[src/rtl/arb832_rr.sv]
// Round-robin 8:1 arbiter with registered valid/ready output stage for the shared result mux.
// Define ARB_LOCK_EN to let a requester holding lock keep the path for up to MAX_LOCK grants.
module arb832_rr #(
    parameter int DW       = 32,
    parameter int MAX_LOCK = 4
) (
    input  logic            clk,
    input  logic            rst_n,
    input  logic [7:0]      req,
    input  logic [8*DW-1:0] din,
    input  logic [7:0]      lock,
    input  logic            out_ready,
    output logic [7:0]      gnt,
    output logic [2:0]      sel,
    output logic            out_valid,
    output logic [DW-1:0]   out_data
);

    typedef enum logic {IDLE, BUSY} state_t;

    state_t          state_q;
    logic [2:0]      ptr_q;
    logic [2:0]      sel_q;
    logic [7:0]      gnt_q;
    logic            out_valid_q;
    logic [DW-1:0]   out_data_q;

    logic [2:0]      scan_base;
    logic [7:0]      cand;
    logic [2:0]      win_idx;
    logic            any_cand;
    logic            relock;

    // In BUSY the scan starts after the finishing requester, which is also
    // masked out so it cannot win twice in a row through round-robin.
    always_comb begin
        scan_base = (state_q == BUSY) ? sel_q : ptr_q;
        cand      = (state_q == BUSY) ? (req & ~gnt_q) : req;
        win_idx   = 3'd0;
        for (int k = 8; k >= 1; k--) begin
            if (cand[scan_base + 3'(k)]) begin
                win_idx = scan_base + 3'(k);
            end
        end
        any_cand = |cand;
    end

`ifdef ARB_LOCK_EN
    logic [3:0] lcnt_q;

    assign relock = lock[sel_q] & req[sel_q] & ((32'(lcnt_q) + 32'd1) < 32'(MAX_LOCK));

    always_ff @(posedge clk) begin
        if (!rst_n) begin
            lcnt_q <= 4'd0;
        end else if (state_q == BUSY && out_ready) begin
            lcnt_q <= relock ? lcnt_q + 4'd1 : 4'd0;
        end
    end
`else
    logic unused_lock;
    assign unused_lock = ^lock;
    assign relock      = 1'b0;
`endif

    always_ff @(posedge clk) begin
        if (!rst_n) begin
            state_q     <= IDLE;
            ptr_q       <= 3'd7;
            sel_q       <= 3'd0;
            gnt_q       <= 8'd0;
            out_valid_q <= 1'b0;
            out_data_q  <= '0;
        end else begin
            case (state_q)
                IDLE: begin
                    if (any_cand) begin
                        state_q     <= BUSY;
                        sel_q       <= win_idx;
                        gnt_q       <= 8'd1 << win_idx;
                        out_valid_q <= 1'b1;
                        out_data_q  <= din[DW*int'(win_idx) +: DW];
                    end
                end
                BUSY: begin
                    if (out_ready) begin
                        if (relock) begin
                            out_data_q <= din[DW*int'(sel_q) +: DW];
                        end else begin
                            ptr_q <= sel_q;
                            if (any_cand) begin
                                sel_q      <= win_idx;
                                gnt_q      <= 8'd1 << win_idx;
                                out_data_q <= din[DW*int'(win_idx) +: DW];
                            end else begin
                                state_q     <= IDLE;
                                gnt_q       <= 8'd0;
                                out_valid_q <= 1'b0;
                            end
                        end
                    end
                end
                default: state_q <= IDLE;
            endcase
        end
    end

    assign gnt       = gnt_q;
    assign sel       = sel_q;
    assign out_valid = out_valid_q;
    assign out_data  = out_data_q;

endmodule

[config.mk]
export PLATFORM = sky130hd
export DESIGN_NAME = arb832_rr
export DESIGN_NICKNAME = d
export VERILOG_FILES = /design/src/rtl/arb832_rr.sv
export SDC_FILE = /design/constraint.sdc
export NUM_CORES = 1
export LEC_CHECK = 0
export ABC_AREA = 1
export BUFFER_PORTS_ARGS = -buffer_cell sky130_fd_sc_hd__clkbuf_2
export CELL_PAD_IN_SITES_DETAIL_PLACEMENT = 0
export CELL_PAD_IN_SITES_GLOBAL_PLACEMENT = 1
export CORE_MARGIN = 2
export CORE_UTILIZATION = 30
export CTS_CLUSTER_DIAMETER = 60
export CTS_CLUSTER_SIZE = 30
export DETAILED_ROUTE_END_ITERATION = 10
export HOLD_SLACK_MARGIN = 0.12
export PLACE_DENSITY = 0.9
export SLEW_MARGIN = 20
export SYNTH_ARGS = -nofsm -noshare
export SYNTH_HDL_FRONTEND = slang
export SYNTH_SLANG_ARGS = --single-unit
[constraint.sdc]
create_clock -name clk -period 7.1 [get_ports clk]
set_input_delay 0.71 -clock clk [delete_from_list [all_inputs] [get_ports clk]]
set_output_delay 0.71 -clock clk [all_outputs]
set_load 0.1 [all_outputs]
==> impl_results.html, run 1 <==
<table>
<tr><th>Metric</th><th>Value</th></tr>
<tr><th colspan="2">STA</th></tr>
<tr><td>Worst slew margin</td><td>about 28%</td></tr>
<tr><td>Endpoints failing hold</td><td>0</td></tr>
<tr><td>Endpoints failing setup</td><td>0</td></tr>
<tr><td>Post-route clock skew</td><td>approximately 5.2 ps</td></tr>
<tr><td>Clock period minus worst slack</td><td>roughly 5300 ps</td></tr>
<tr><td>Final-report max-slew violation count</td><td>0</td></tr>
<tr><td>Worst hold slack across all endpoints</td><td>499 ps</td></tr>
<tr><td>RSZ-0062 raised after global routing</td><td>no</td></tr>
<tr><td>Sum of negative setup slack</td><td>0 ps</td></tr>
<tr><td>Worst-margin pin slew</td><td>approximately 1100 ps</td></tr>
<tr><td>Maximum clock frequency</td><td>roughly 190 MHz</td></tr>
<tr><td>Share of the clock period used by the worst path</td><td>about three quarters</td></tr>
<tr><th colspan="2">Yosys</th></tr>
<tr><td>Top cells by area, synth</td><td>sky130_fd_sc_hd__nand2_1, sky130_fd_sc_hd__nand3_1, sky130_fd_sc_hd__dfxtp_1</td></tr>
<tr><td>Synth Register Bits</td><td>between 40 and 50</td></tr>
<tr><td>Count of flip-flops with a built-in enable after synthesis</td><td>0</td></tr>
<tr><td>Count of cell types in the netlist</td><td>27</td></tr>
<tr><td>Cell taking the most area after synthesis</td><td>sky130_fd_sc_hd__nand2_1</td></tr>
<tr><td>Share of the synthesized area in the top cell type</td><td>45.3%</td></tr>
<tr><td>Synth warn</td><td>0</td></tr>
<tr><td>Sequential-to-total area share from yosys stat</td><td>about 17%</td></tr>
<tr><td>Post-synth net total</td><td>around 1400</td></tr>
<tr><td>Cell area after technology mapping</td><td>between 5000 and 6000 um2</td></tr>
<tr><td>Top_reg_cell synth</td><td>sky130_fd_sc_hd__dfxtp_1</td></tr>
<tr><td>Gate count after technology mapping</td><td>between 1000 and 1500</td></tr>
<tr><td>FFs w/ async S/R, synth</td><td>0%</td></tr>
<tr><td>Post-Syn Area per Cell</td><td>around 5 um2</td></tr>
<tr><th colspan="2">CTS</th></tr>
<tr><td>Clock Pin Slew Worst Setup and Hold Paths</td><td>around 70 ps</td></tr>
<tr><td>Skew-Pair Late Insertion Delay</td><td>290 ps</td></tr>
<tr><td>Deepest clock path buffer count</td><td>2</td></tr>
<tr><td>Clock root buffer</td><td>sky130_fd_sc_hd__clkbuf_16</td></tr>
<tr><td># resized after CTS</td><td>0</td></tr>
<tr><td>Max H-tree Level</td><td>2</td></tr>
<tr><td>Number of buffers inserted by hold repair at cts</td><td>0</td></tr>
<tr><td>TritonCTS clock tree</td><td>done</td></tr>
<tr><td>Number of buffers added by the clock tree synthesis step</td><td>5</td></tr>
<tr><td>Number of buffers added for setup after CTS</td><td>0</td></tr>
<tr><td>CTS Sinks</td><td>between 40 and 50</td></tr>
<tr><th colspan="2">Worst setup path</th></tr>
<tr><td>Ordered cell list for the critical path</td><td>inv_2, nand2_1, nand2_2, ha_1, inv_1, nand3_1, nand3_1, nand2_1, inv_1, nand2_1, nand2_4, nand2_4, buf_4, nand2_1, nand2_1, nand2_1, nand2_1, nand2_1, nand3_1, nand2_1, inv_1</td></tr>
<tr><td>Critical Path End Type</td><td>flip-flop</td></tr>
<tr><td>Largest stage delay, worst path</td><td>about 940 ps</td></tr>
<tr><td>Element type at the critical path start</td><td>flip-flop</td></tr>
<tr><td>Worst setup path category</td><td>flip-flop to flip-flop</td></tr>
<tr><td>Reg-to-reg critical path endpoint</td><td>out_data[19]$_SDFFE_PN0P_</td></tr>
<tr><td>Setup slack of the most critical reg-to-reg path</td><td>~1800 ps</td></tr>
<tr><td>Critical path's most frequent cell</td><td>sky130_fd_sc_hd__nand2_1</td></tr>
<tr><td>Depth of the worst register-to-register path</td><td>21</td></tr>
<tr><td>Slowest CP cell</td><td>sky130_fd_sc_hd__nand2_4</td></tr>
<tr><td>Worst EP required</td><td>7340 ps</td></tr>
<tr><td>Maximum fanout count along the critical path</td><td>between 90 and 100</td></tr>
<tr><td>Arrival time at the worst endpoint</td><td>5560 ps</td></tr>
<tr><td>Reg2reg start</td><td>state_q$_SDFF_PN0_</td></tr>
<tr><th colspan="2">Floorplanning</th></tr>
<tr><td>Die area</td><td>around 20000 um2</td></tr>
<tr><td>Die width</td><td>about 140 um</td></tr>
<tr><td>Top-level I/O count</td><td>between 300 and 400</td></tr>
<tr><td>CORE AREA</td><td>about 18000 um2</td></tr>
<tr><td>Number of rows in the core area</td><td>49</td></tr>
<tr><td>Initial standard-cell utilization of the core</td><td>a little over 30%</td></tr>
<tr><td>Die Span Y</td><td>140 um</td></tr>
<tr><th colspan="2">Worst hold path</th></tr>
<tr><td>Worst min-delay path class</td><td>flip-flop to flip-flop</td></tr>
<tr><td>Worst min-delay path startpoint</td><td>gnt[6]$_SDFFE_PN0P_</td></tr>
<tr><td>Hold Crit Endpoint</td><td>gnt[6]$_SDFFE_PN0P_</td></tr>
<tr><td>Worst hold stages</td><td>2</td></tr>
<tr><th colspan="2">Final layout</th></tr>
<tr><td>Number of standard cells in the layout, taps in and fillers out</td><td>~1600</td></tr>
<tr><td>Share of cells above drive strength 1</td><td>25.2%</td></tr>
<tr><td>N_diodes</td><td>0</td></tr>
<tr><td>Layout overhead on the synthesized area</td><td>29.1%</td></tr>
<tr><td>Layout net count</td><td>between 1500 and 2000</td></tr>
<tr><th colspan="2">Status</th></tr>
<tr><td>Failing checks</td><td>DRC</td></tr>
<tr><td>Result of the run</td><td>finished with violations</td></tr>
<tr><th colspan="2">Detailed routing</th></tr>
<tr><td>Drt drc</td><td>21</td></tr>
<tr><td>First-pass DRT Iterations</td><td>8</td></tr>
<tr><td>Mean number of vias per cell</td><td>between 4 and 5</td></tr>
<tr><td>Total via count after detailed routing</td><td>~7600</td></tr>
<tr><td>Initial detailed-routing violation count</td><td>just under 600</td></tr>
<tr><td>Remaining antenna violation count after routing</td><td>0</td></tr>
<tr><td>DR WL/cell</td><td>14.4 um</td></tr>
<tr><td>Total Wirelength</td><td>roughly 23000 um</td></tr>
<tr><th colspan="2">Power</th></tr>
<tr><td>Worst IR drop on VDD</td><td>about 0.00041 V</td></tr>
<tr><td>Static Leakage</td><td>approximately 4.7 nW</td></tr>
<tr><td>Pwr Total</td><td>0.00452 W</td></tr>
<tr><td>Power Density</td><td>between 600 and 700 nW/um2</td></tr>
<tr><th colspan="2">Global routing</th></tr>
<tr><td>Antenna violations before repair</td><td>0</td></tr>
<tr><td>Maximum number of pins on one net before global-route repair</td><td>100</td></tr>
<tr><td>Global-route wire length before repair</td><td>35500 um</td></tr>
<tr><td>Total overflow reported by the global router</td><td>0</td></tr>
<tr><td>Global Route Usage Sum</td><td>22.5%</td></tr>
<tr><td>Via count of the first global-routing pass</td><td>6782</td></tr>
<tr><th colspan="2">Place</th></tr>
<tr><td>Number of placed instances, taps included</td><td>about 1600</td></tr>
<tr><td>Count of input and output buffers</td><td>between 300 and 400</td></tr>
<tr><td>Dpl hpwl</td><td>between 15000 and 20000 um</td></tr>
<tr><td>GP Congestion</td><td>approximately 0.9</td></tr>
<tr><th colspan="2">Flow run</th></tr>
<tr><td>Number of max-cap violations</td><td>0</td></tr>
</table>
-- worst max path at each step --
stage / cells after the start / slack, ps / startpoint / to
detailed placement: 21 / 1800 / state_q$_SDFF_PN0_ / out_data[19]$_SDFFE_PN0P_
global placement: 21 / 1700 / state_q$_SDFF_PN0_ / out_data[19]$_SDFFE_PN0P_
CTS: 21 / 1760 / state_q$_SDFF_PN0_ / out_data[19]$_SDFFE_PN0P_
floorplan: 26 / 3630 / sel[0]$_SDFFE_PN0P_ / out_data[16]$_SDFFE_PN0P_
finish: 21 / 1770 / state_q$_SDFF_PN0_ / out_data[19]$_SDFFE_PN0P_
global route: 25 / 1220 / state_q$_SDFF_PN0_ / out_data[19]$_SDFFE_PN0P_
-- placed cells by master, fill, tap and decap left out --
cell                         instances
sky130_fd_sc_hd__nor4_1              2
sky130_fd_sc_hd__nand4_1             1
sky130_fd_sc_hd__clkinvlp_4          1
sky130_fd_sc_hd__xnor2_1             1
sky130_fd_sc_hd__inv_4               1
sky130_fd_sc_hd__clkbuf_8            1
sky130_fd_sc_hd__ha_1                2
sky130_fd_sc_hd__o21ai_1             1
sky130_fd_sc_hd__buf_4               4
sky130_fd_sc_hd__nor2_1             15
sky130_fd_sc_hd__nand3_2             2
sky130_fd_sc_hd__o21ai_0             6
sky130_fd_sc_hd__a22oi_1             6
sky130_fd_sc_hd__nand2_2             3
sky130_fd_sc_hd__inv_1              57
sky130_fd_sc_hd__o21ai_4             2
sky130_fd_sc_hd__nor2_4              1
sky130_fd_sc_hd__clkbuf_1            1
sky130_fd_sc_hd__a21oi_4             1
sky130_fd_sc_hd__dfxtp_1            48
sky130_fd_sc_hd__nand2_1           671
sky130_fd_sc_hd__a211oi_1            1
sky130_fd_sc_hd__xor2_2              1
sky130_fd_sc_hd__nand3_1           194
sky130_fd_sc_hd__inv_2               4
sky130_fd_sc_hd__clkbuf_2          310
sky130_fd_sc_hd__a21oi_1            13
sky130_fd_sc_hd__o21ai_2             3
sky130_fd_sc_hd__clkbuf_16           5
sky130_fd_sc_hd__buf_16              1
sky130_fd_sc_hd__o211ai_1            1
sky130_fd_sc_hd__nand2_4             3
-- worst max-delay path: cells and delay by family, from the launching register on --
| family | cells | cell delay [ps] |
|---|---|---|
| fa+ha+maj | 1 | 510 |
| buf+inv | 5 | 1010 |
| flops | 1 | 750 |
| simple gates | 15 | 2940 |
-- layout make-up --
class	instances	area, um2
Fill cell	2082	10900
Multi-Input combinational cell	930	3930
Timing Repair Buffer	315	1610
Sequential cell	48	961
Tap cell	229	287
Inverter	62	235
Clock buffer	7	143
Clock inverter	1	7.51
-- registers in the layout, summed over array words and instances (netlist names) --
name       count
out_data      32
gnt            8
ptr_q          3
sel            3
out_valid      1
state_q        1
-- through the flow --
stage                     cell area (um2)  utilization [%]  setup WS, ps
after detailed placement             7000             38.7          1800
after floorplan                      5560                -          3630
after CTS                            7150             39.5          1760
final                                7180             39.7          1770
after global placement               7000             38.7          1700
after global routing                 7180             39.7          1220
-- report_power, final --
group	switching, W	internal, W	leakage, nW
Clock	0.000106	0.000141	0.0701
Combinational	0.00286	0.00100	4.21
Sequential	0.0000508	0.000358	0.396
Total	0.00302	0.00150	4.68
-- layer usage --
| layer | global-route usage [%] | vias up | part of all wire [%] |
|---|---|---|---|
| met1 | 31.2 | 3302 | 46 |
| met4 | 5.85 | 0 | 2.2 |
| met2 | 37.4 | 284 | 45 |
| met3 | 2.39 | 34 | 6.8 |
| li1 | - | 3957 | - |
| met5 | 0 | - | 0 |
-- cell usage after synthesis, types with 4 or more instances --
cell,instances
sky130_fd_sc_hd__nand3_1,194
sky130_fd_sc_hd__buf_2,38
sky130_fd_sc_hd__buf_4,15
sky130_fd_sc_hd__inv_1,57
sky130_fd_sc_hd__inv_2,5
sky130_fd_sc_hd__nand2_2,6
sky130_fd_sc_hd__dfxtp_1,48
sky130_fd_sc_hd__a21oi_1,13
sky130_fd_sc_hd__o21ai_2,4
sky130_fd_sc_hd__o21ai_0,6
sky130_fd_sc_hd__clkbuf_1,10
sky130_fd_sc_hd__nand2_1,671
sky130_fd_sc_hd__nor2_1,15
sky130_fd_sc_hd__a22oi_1,6
sky130_fd_sc_hd__buf_6,11
-- cells by family (layout without fill, tap and decap cells) --
kind of cell               count (synthesis)  after routing  share of synthesized area, %
DFF                                       48             48                          17.3
adders and majority gates                  2              2                         0.450
AOI/OAI and AO/OA                         34             34                          3.96
xor gates and xnor gates                   2              2                         0.450
buffers and inverters                    136            385                          12.5
and+or+nand+nor                          892            892                          65.3
No activity file was read; power rests on OpenSTA's default activity.
==> inputs of run 2 (changes only) <==
ABC_AREA = 0   (was 1)
CORE_UTILIZATION = 28   (was 30)
PLACE_DENSITY = 0.79   (was 0.9)
clock period = 4.5 ns   (was 7.1 ns; I/O delays follow)
==> impl_results.html, run 2 <==
<table>
<tr><th>Metric</th><th>Value</th></tr>
<tr><th colspan="2">Worst hold path</th></tr>
<tr><td>Worst min-delay path class</td><td>input pin to flip-flop</td></tr>
<tr><td>Worst min-delay path startpoint</td><td>out_ready</td></tr>
<tr><td>Hold Crit Endpoint</td><td>ptr_q[2]$_SDFFE_PN1P_</td></tr>
<tr><td>Worst hold stages</td><td>3</td></tr>
<tr><th colspan="2">Yosys</th></tr>
<tr><td>Cell with the most instances after synthesis</td><td>sky130_fd_sc_hd__mux2i_1</td></tr>
<tr><td>FFs w/ async S/R, synth</td><td>0%</td></tr>
<tr><td>Share of the synthesized area in the top cell type</td><td>between 10% and 20%</td></tr>
<tr><td>Count of flip-flops with a built-in enable after synthesis</td><td>0</td></tr>
<tr><td>Synth Register Bits</td><td>48</td></tr>
<tr><td>Post-synthesis compound-gate area fraction</td><td>between 30% and 40%</td></tr>
<tr><td>Cell taking the most area after synthesis</td><td>sky130_fd_sc_hd__dfxtp_1</td></tr>
<tr><td>Simple-gate area share of the yosys netlist</td><td>9.54%</td></tr>
<tr><td>Fraction of the mapped netlist area in adder cells</td><td>less than 1%</td></tr>
<tr><td>Post-synth net total</td><td>about 940</td></tr>
<tr><td>Post-Syn Area per Cell</td><td>between 8 and 9 um2</td></tr>
<tr><td>Cell area after technology mapping</td><td>roughly 5500 um2</td></tr>
<tr><td>Sequential-to-total area share from yosys stat</td><td>between 10% and 20%</td></tr>
<tr><td>Main combinational cell family by area after synthesis</td><td>compound AO/OA/AOI/OAI gates</td></tr>
<tr><td>Count of cell types in the netlist</td><td>66</td></tr>
<tr><td>Synth warn</td><td>0</td></tr>
<tr><td>Top cells by area, synth</td><td>sky130_fd_sc_hd__dfxtp_1, sky130_fd_sc_hd__mux2i_1, sky130_fd_sc_hd__mux2_2</td></tr>
<tr><td>Gate count after technology mapping</td><td>659</td></tr>
<tr><td>Portion of netlist area occupied by mux cells</td><td>~27%</td></tr>
<tr><td>Top_reg_cell synth</td><td>sky130_fd_sc_hd__dfxtp_1</td></tr>
<tr><td>Synth Area in XOR/XNOR</td><td>less than 1%</td></tr>
<tr><td>Ranking of synthesized cells by instance count</td><td>sky130_fd_sc_hd__mux2i_1, sky130_fd_sc_hd__a21oi_1, sky130_fd_sc_hd__nor2_1</td></tr>
<tr><th colspan="2">Detailed routing</th></tr>
<tr><td>Mean number of vias per cell</td><td>around 5.6</td></tr>
<tr><td>Drt drc</td><td>0</td></tr>
<tr><td>Top Metal Used</td><td>met4</td></tr>
<tr><td>Met3 Wirelength</td><td>1490 um</td></tr>
<tr><td>Remaining antenna violation count after routing</td><td>0</td></tr>
<tr><td>Initial detailed-routing violation count</td><td>between 600 and 700</td></tr>
<tr><td>Total via count after detailed routing</td><td>6797</td></tr>
<tr><td>Wire length on met2</td><td>approximately 12000 um</td></tr>
<tr><td>Total Wirelength</td><td>around 24000 um</td></tr>
<tr><td>Detailed-routing wirelength on met1</td><td>around 10000 um</td></tr>
<tr><td>First-pass DRT Iterations</td><td>8</td></tr>
<tr><td>DR WL/cell</td><td>19.9 um</td></tr>
<tr><th colspan="2">Final layout</th></tr>
<tr><td>Max reg flops</td><td>32</td></tr>
<tr><td>Layout filler cell count</td><td>a little over 2000</td></tr>
<tr><td>Share of cells above drive strength 1</td><td>between 40% and 50%</td></tr>
<tr><td>Non-Filler Cell Area, Final</td><td>7640 um2</td></tr>
<tr><td>Commonest non-fill, non-tap cells in the layout</td><td>sky130_fd_sc_hd__clkbuf_2, sky130_fd_sc_hd__mux2i_1, sky130_fd_sc_hd__nor2_1, sky130_fd_sc_hd__a21oi_1, sky130_fd_sc_hd__dfxtp_1</td></tr>
<tr><td>Most common cell after layout, fill and taps aside</td><td>sky130_fd_sc_hd__clkbuf_2</td></tr>
<tr><td>Layout overhead on the synthesized area</td><td>39.4%</td></tr>
<tr><td>N_diodes</td><td>0</td></tr>
<tr><td>Number of standard cells in the layout, taps in and fillers out</td><td>around 1200</td></tr>
<tr><td>Layout net count</td><td>1232</td></tr>
<tr><th colspan="2">Worst setup path</th></tr>
<tr><td>Depth of the worst register-to-register path</td><td>15</td></tr>
<tr><td>Element type at the critical path start</td><td>flip-flop</td></tr>
<tr><td>Ordered cell list for the critical path</td><td>mux2i_2, buf_6, clkinvlp_4, buf_4, mux2i_1, mux2i_1, nor3_1, or4b_1, a211o_1, o31a_2, and2_1, nand2_1, buf_4, o21ai_0, o31a_1</td></tr>
<tr><td>Largest stage delay, worst path</td><td>around 560 ps</td></tr>
<tr><td>Reg2reg start</td><td>state_q$_SDFF_PN0_</td></tr>
<tr><td>Slowest CP cell</td><td>sky130_fd_sc_hd__or4b_1</td></tr>
<tr><td>Total buffers and inverters traversed by the critical path</td><td>4</td></tr>
<tr><td>Maximum fanout count along the critical path</td><td>18</td></tr>
<tr><td>Worst EP required</td><td>4690 ps</td></tr>
<tr><td>Setup slack of the most critical reg-to-reg path</td><td>between 200 and 250 ps</td></tr>
<tr><td>CP delay by family, top</td><td>simple AND/OR/NAND/NOR gates</td></tr>
<tr><td>Worst setup path category</td><td>flip-flop to flip-flop</td></tr>
<tr><td>Arrival time at the worst endpoint</td><td>about 4500 ps</td></tr>
<tr><td>Critical Path End Type</td><td>flip-flop</td></tr>
<tr><td>Reg-to-reg critical path endpoint</td><td>out_data[31]$_SDFFE_PN0P_</td></tr>
<tr><th colspan="2">Place</th></tr>
<tr><td>Count of input and output buffers</td><td>between 300 and 400</td></tr>
<tr><td>Area after detailed placement</td><td>approximately 7400 um2</td></tr>
<tr><td>Dpl hpwl</td><td>18900 um</td></tr>
<tr><td>Pre-CTS setup slack</td><td>between 150 and 200 ps</td></tr>
<tr><td>GP Congestion</td><td>about 0.9</td></tr>
<tr><td>Number of placed instances, taps included</td><td>~1200</td></tr>
<tr><th colspan="2">STA</th></tr>
<tr><td>Endpoints failing hold</td><td>0</td></tr>
<tr><td>Final-report max-slew violation count</td><td>0</td></tr>
<tr><td>Clock period minus worst slack</td><td>between 4000 and 5000 ps</td></tr>
<tr><td>Endpoints failing setup</td><td>0</td></tr>
<tr><td>Setup slack of the critical path after layout</td><td>~240 ps</td></tr>
<tr><td>Worst slew margin</td><td>44.1%</td></tr>
<tr><td>Worst-margin pin slew</td><td>838 ps</td></tr>
<tr><td>Maximum clock frequency</td><td>approximately 230 MHz</td></tr>
<tr><td>Worst hold slack across all endpoints</td><td>about 480 ps</td></tr>
<tr><td>Share of the clock period used by the worst path</td><td>94.7%</td></tr>
<tr><td>Post-route clock skew</td><td>between 10 and 15 ps</td></tr>
<tr><th colspan="2">CTS</th></tr>
<tr><td>TritonCTS clock tree</td><td>done</td></tr>
<tr><td>Number of buffers added by the clock tree synthesis step</td><td>5</td></tr>
<tr><td>Skew-Pair Late Insertion Delay</td><td>300 ps</td></tr>
<tr><td>Max H-tree Level</td><td>2</td></tr>
<tr><td>Clock root buffer</td><td>sky130_fd_sc_hd__clkbuf_16</td></tr>
<tr><td>Deepest clock path buffer count</td><td>2</td></tr>
<tr><td>Number of buffers inserted by hold repair at cts</td><td>0</td></tr>
<tr><td>CTS Sinks</td><td>between 40 and 50</td></tr>
<tr><td>Clock Pin Slew Worst Setup and Hold Paths</td><td>roughly 70 ps</td></tr>
<tr><th colspan="2">Global routing</th></tr>
<tr><td>Total overflow reported by the global router</td><td>0</td></tr>
<tr><td>Global-route wire length before repair</td><td>between 30000 and 40000 um</td></tr>
<tr><td>Via count of the first global-routing pass</td><td>~6400</td></tr>
<tr><td>Global Route Usage Sum</td><td>roughly 22%</td></tr>
<tr><td>Antenna violations before repair</td><td>0</td></tr>
<tr><td>Maximum number of pins on one net before global-route repair</td><td>42</td></tr>
<tr><th colspan="2">Power</th></tr>
<tr><td>Switching power of the nets</td><td>0.00487 W</td></tr>
<tr><td>Comb pwr share</td><td>a little under nine tenths</td></tr>
<tr><td>Power Density</td><td>1130 nW/um2</td></tr>
<tr><td>Static Leakage</td><td>between 3 and 4 nW</td></tr>
<tr><td>Int Pwr</td><td>0.00374 W</td></tr>
<tr><td>Worst IR drop on VDD</td><td>0.000473 V</td></tr>
<tr><td>Switching portion of total power</td><td>a little under three fifths</td></tr>
<tr><td>Pwr Total</td><td>approximately 0.0086 W</td></tr>
<tr><td>Power share of the clock group</td><td>about 5.9%</td></tr>
<tr><td>Part of the power in registers</td><td>around 8.2%</td></tr>
<tr><th colspan="2">Floorplanning</th></tr>
<tr><td>Die width</td><td>144 um</td></tr>
<tr><td>CORE AREA</td><td>between 15000 and 20000 um2</td></tr>
<tr><td>Initial standard-cell utilization of the core</td><td>28.4%</td></tr>
<tr><td>Number of rows in the core area</td><td>51</td></tr>
<tr><td>Die area</td><td>~21000 um2</td></tr>
<tr><td>Die Span Y</td><td>144 um</td></tr>
<tr><td>Top-level I/O count</td><td>319</td></tr>
<tr><th colspan="2">Status</th></tr>
<tr><td>Result of the run</td><td>complete, no violations</td></tr>
<tr><th colspan="2">Flow run</th></tr>
<tr><td>Number of max-cap violations</td><td>0</td></tr>
</table>
==> run 2: cell types whose count changed in the layout (fill, tap and decap cells not counted), moves of 38 or more <==
| cell | change |
|---|---|
| sky130_fd_sc_hd__inv_1 | -52 |
| sky130_fd_sc_hd__a21oi_1 | +38 |
| sky130_fd_sc_hd__nand2_1 | -652 |
| sky130_fd_sc_hd__nand3_1 | -185 |
| sky130_fd_sc_hd__mux2i_1 | +94 |
==> run 2: power by group through the flow <==
stage               combinational, W  clock [W]  sequential [W]
CTS                          0.00729   0.000517        0.000708
finish                       0.00740   0.000505        0.000706
global placement             0.00722          0        0.000714
global route                 0.00790   0.000531        0.000727
detailed placement           0.00726          0        0.000715
floorplan                    0.00442          0         0.00178
==> run 2: routing by layer <==
layer / up-vias / GRT usage (%)
li1: 3253 / -
met4: 0 / 5.26
met3: 24 / 2.83
met5: - / 0
met2: 318 / 39.5
met1: 3202 / 29.1
==> run 2: layout make-up <==
cell class,count,area (um2),share of cell area [%]
well taps,265,332,4.34
repair buffers,354,1900,24.9
flip-flops and latches,48,963,12.6
inverters,8,36.3,0.475
repair inverters,1,5.00,0.0655
clock inverters,3,68.8,0.900
multi-input cells,537,4210,55.1
clock buffers,5,125,1.64
==> run 2: tightest hold or removal path, stage by stage <==
cell	delay, ps
sky130_fd_sc_hd__clkbuf_2	140
sky130_fd_sc_hd__nand3_1	90
sky130_fd_sc_hd__nand3_1	70
==> run 2: timing repair <==
action                                  in CTS  in global routing
gates resized for setup                      0                  4
endpoints found under the setup margin       0                 31
buffers inserted                             0                  7
==> run 2: through the flow <==
stage               TNS (ps)  utilization, %
floorplan                  0               -
global placement           0            38.1
detailed placement         0            38.1
CTS                        0            39.1
global route           -34.3            39.5
finish                     0            39.5
==> run 2: cells by family after synthesis <==
group,Yosys count
AOI/OAI and AO/OA,280
xor gates and xnor gates,3
buffers and inverters,74
and+or+nand+nor,113
muxes,139
adders and majority gates,2
DFF,48
==> run 2: worst max-delay path by stage <==
| stage | startpoint | endpoint | slack (ps) | depth (start not counted) |
|---|---|---|---|---|
| after floorplan | sel[0]$_SDFFE_PN0P_ | out_data[21]$_SDFFE_PN0P_ | 50 | 16 |
| after global placement | state_q$_SDFF_PN0_ | out_data[4]$_SDFFE_PN0P_ | 260 | 15 |
| after detailed placement | state_q$_SDFF_PN0_ | out_data[31]$_SDFFE_PN0P_ | 190 | 15 |
| after CTS | state_q$_SDFF_PN0_ | out_data[31]$_SDFFE_PN0P_ | 160 | 15 |
| after global routing | state_q$_SDFF_PN0_ | out_data[31]$_SDFFE_PN0P_ | -10 | 15 |
| final | state_q$_SDFF_PN0_ | out_data[31]$_SDFFE_PN0P_ | 240 | 15 |
==> inputs of run 3 (changes only) <==
ABC_AREA = 1   (was 0)
CORE_ASPECT_RATIO = 1.4   (was default)
CORE_UTILIZATION = 25   (was 28)
PLACE_DENSITY = 0.8   (was 0.79)
==> impl_results.html, run 3 (same netlist as run 1, synthesis figures left out) <==
<table>
<tr><th>Metric</th><th>Value</th></tr>
<tr><th colspan="2">Status</th></tr>
<tr><td>Result of the run</td><td>complete, no violations</td></tr>
<tr><th colspan="2">Final layout</th></tr>
<tr><td>Commonest non-fill, non-tap cells in the layout</td><td>sky130_fd_sc_hd__nand2_1, sky130_fd_sc_hd__clkbuf_2, sky130_fd_sc_hd__nand3_1</td></tr>
<tr><td>Layout net count</td><td>roughly 1700</td></tr>
<tr><td>Util after Layout</td><td>34.0%</td></tr>
<tr><td>Layout overhead on the synthesized area</td><td>33.9%</td></tr>
<tr><td>Max reg flops</td><td>32</td></tr>
<tr><td>Layout filler cell count</td><td>around 2500</td></tr>
<tr><td>Share of cells above drive strength 1</td><td>25.9%</td></tr>
<tr><td>Most common cell after layout, fill and taps aside</td><td>sky130_fd_sc_hd__nand2_1</td></tr>
<tr><td>Number of standard cells in the layout, taps in and fillers out</td><td>around 1700</td></tr>
<tr><th colspan="2">Global routing</th></tr>
<tr><td>Via count of the first global-routing pass</td><td>7205</td></tr>
<tr><td>Global Route Usage Sum</td><td>between 20% and 30%</td></tr>
<tr><td>Antenna violations before repair</td><td>1</td></tr>
<tr><td>Total overflow reported by the global router</td><td>0</td></tr>
<tr><td>Maximum number of pins on one net before global-route repair</td><td>87</td></tr>
<tr><td>Global-route wire length before repair</td><td>approximately 37000 um</td></tr>
<tr><th colspan="2">Worst setup path</th></tr>
<tr><td>Critical path's most frequent cell</td><td>sky130_fd_sc_hd__nand2_1</td></tr>
<tr><td>Slowest CP cell</td><td>sky130_fd_sc_hd__dfxtp_1</td></tr>
<tr><td>Element type at the critical path start</td><td>flip-flop</td></tr>
<tr><td>Critical Path End Type</td><td>flip-flop</td></tr>
<tr><td>Worst EP required</td><td>around 4800 ps</td></tr>
<tr><td>Origin of the worst setup path</td><td>state_q$_SDFF_PN0_</td></tr>
<tr><td>Ordered cell list for the critical path</td><td>inv_2, nand2_1, nand2_2, ha_1, inv_1, nand3_1, nand3_1, nand2_1, inv_1, nand2_1, nand2_4, nand2_4, buf_12, nand2_1, nand2_1, nand2_1, nand2_1, nand2_1, nand3_1, nand2_1, inv_1</td></tr>
<tr><td>Arrival time at the worst endpoint</td><td>3870 ps</td></tr>
<tr><td>Worst setup path category</td><td>flip-flop to flip-flop</td></tr>
<tr><td>Maximum fanout count along the critical path</td><td>86</td></tr>
<tr><td>Reg2reg start</td><td>state_q$_SDFF_PN0_</td></tr>
<tr><td>Largest stage delay, worst path</td><td>490 ps</td></tr>
<tr><th colspan="2">Detailed routing</th></tr>
<tr><td>Total Wirelength</td><td>about 25000 um</td></tr>
<tr><td>Mean number of vias per cell</td><td>between 4 and 5</td></tr>
<tr><td>DR WL/cell</td><td>14.7 um</td></tr>
<tr><td>First-pass DRT Iterations</td><td>5</td></tr>
<tr><td>Initial detailed-routing violation count</td><td>roughly 450</td></tr>
<tr><td>Remaining antenna violation count after routing</td><td>0</td></tr>
<tr><td>Drt drc</td><td>0</td></tr>
<tr><td>Total via count after detailed routing</td><td>between 7000 and 8000</td></tr>
<tr><th colspan="2">STA</th></tr>
<tr><td>RSZ-0062 raised after global routing</td><td>no</td></tr>
<tr><td>Share of the clock period used by the worst path</td><td>roughly four fifths</td></tr>
<tr><td>Final-report max-slew violation count</td><td>0</td></tr>
<tr><td>Post-route clock skew</td><td>between 10 and 15 ps</td></tr>
<tr><td>Endpoints failing hold</td><td>0</td></tr>
<tr><td>Sum of negative setup slack</td><td>0 ps</td></tr>
<tr><td>Endpoints failing setup</td><td>0</td></tr>
<tr><td>Clock period minus worst slack</td><td>between 3000 and 4000 ps</td></tr>
<tr><td>Worst-margin pin slew</td><td>between 800 and 900 ps</td></tr>
<tr><td>Worst slew margin</td><td>between 40% and 50%</td></tr>
<tr><td>Maximum clock frequency</td><td>276 MHz</td></tr>
<tr><th colspan="2">Floorplanning</th></tr>
<tr><td>CORE AREA</td><td>21900 um2</td></tr>
<tr><td>Die Span Y</td><td>roughly 180 um</td></tr>
<tr><td>Top-level I/O count</td><td>about 320</td></tr>
<tr><td>Number of rows in the core area</td><td>64</td></tr>
<tr><td>Die area</td><td>about 23000 um2</td></tr>
<tr><td>Initial standard-cell utilization of the core</td><td>25.4%</td></tr>
<tr><td>Die width</td><td>~130 um</td></tr>
<tr><th colspan="2">CTS</th></tr>
<tr><td>Number of buffers added by the clock tree synthesis step</td><td>5</td></tr>
<tr><td>Deepest clock path buffer count</td><td>2</td></tr>
<tr><td>Clock Pin Slew Worst Setup and Hold Paths</td><td>80 ps</td></tr>
<tr><td>Clock root buffer</td><td>sky130_fd_sc_hd__clkbuf_16</td></tr>
<tr><td>Max H-tree Level</td><td>2</td></tr>
<tr><td># resized after CTS</td><td>0</td></tr>
<tr><td>Skew-Pair Late Insertion Delay</td><td>~300 ps</td></tr>
<tr><td>TritonCTS clock tree</td><td>done</td></tr>
<tr><td>CTS Sinks</td><td>48</td></tr>
<tr><td>Number of buffers added for setup after CTS</td><td>0</td></tr>
<tr><td>Number of buffers inserted by hold repair at cts</td><td>0</td></tr>
<tr><th colspan="2">Place</th></tr>
<tr><td>Dpl hpwl</td><td>between 15000 and 20000 um</td></tr>
<tr><td>Count of input and output buffers</td><td>between 300 and 400</td></tr>
<tr><td>Number of placed instances, taps included</td><td>between 1500 and 2000</td></tr>
<tr><td>GP Congestion</td><td>0.945</td></tr>
<tr><th colspan="2">Power</th></tr>
<tr><td>Pwr Total</td><td>between 0.007 and 0.008 W</td></tr>
<tr><td>Power Density</td><td>1000 nW/um2</td></tr>
<tr><td>Static Leakage</td><td>around 4.8 nW</td></tr>
<tr><td>Worst IR drop on VDD</td><td>approximately 0.00055 V</td></tr>
<tr><th colspan="2">Worst hold path</th></tr>
<tr><td>Worst min-delay path class</td><td>flip-flop to flip-flop</td></tr>
<tr><td>Worst min-delay path startpoint</td><td>gnt[2]$_SDFFE_PN0P_</td></tr>
<tr><th colspan="2">Flow run</th></tr>
<tr><td>Number of max-cap violations</td><td>0</td></tr>
</table>
## run 3: cell types whose count changed in the layout (fill, tap and decap cells not counted), sizes merged, moves of 38 or more
cell	change
nand2	+656
nand3	+187
mux2i	-99
inv	+55
a21oi	-39
mux2	-38
## run 3: layout make-up
cell class	instances	area [um2]	share of cell area, %
flip-flops and latches	48	961	12.9
repair buffers	327	1770	23.7
multi-input cells	930	3930	52.9
diodes	1	2.50	0.0336
clock inverters	3	46.3	0.622
inverters	62	233	3.13
clock buffers	5	125	1.68
well taps	297	372	4.99
## run 3: power by group
group	total, W	switching [W]	internal, W
combinational	0.00638	0.00461	0.00176
clock	0.000448	0.000183	0.000265
sequential	0.000649	0.0000847	0.000564
total	0.00747	0.00488	0.00259
## run 3: worst paths after layout
kind         slack, ps                        end  cells after the start
max                880  out_data[31]$_SDFFE_PN0P_                     21
min                490        gnt[2]$_SDFFE_PN0P_                      2
max reg2reg        880  out_data[31]$_SDFFE_PN0P_                     21
min reg2reg        490        gnt[2]$_SDFFE_PN0P_                      2
## run 3: critical path: cells and delay by family (launching register included)
kind | cells | cell delay [ps]
buffers and inverters | 5 | 800
AND/OR/NAND/NOR | 15 | 1700
adder cells (fa/ha/maj) | 1 | 470
flip-flops | 1 | 490
## run 3: stage by stage
step / setup WS [ps] / cell area (um2) / hold WS, ps
CTS: 927 / 7440 / 496
floorplan: 1030 / 5560 / 468
detailed placement: 952 / 7270 / 488
finish: 876 / 7440 / 493
global placement: 944 / 7270 / 478
global route: 619 / 7440 / 516
## run 3: routing by layer
metal	vias up	routed length, um	GRT usage [%]
met4	0	1060	8.60
met1	3368	9280	22.0
met2	237	13000	38.0
met3	54	1290	3.59
li1	3983	-	-
met5	-	0	0
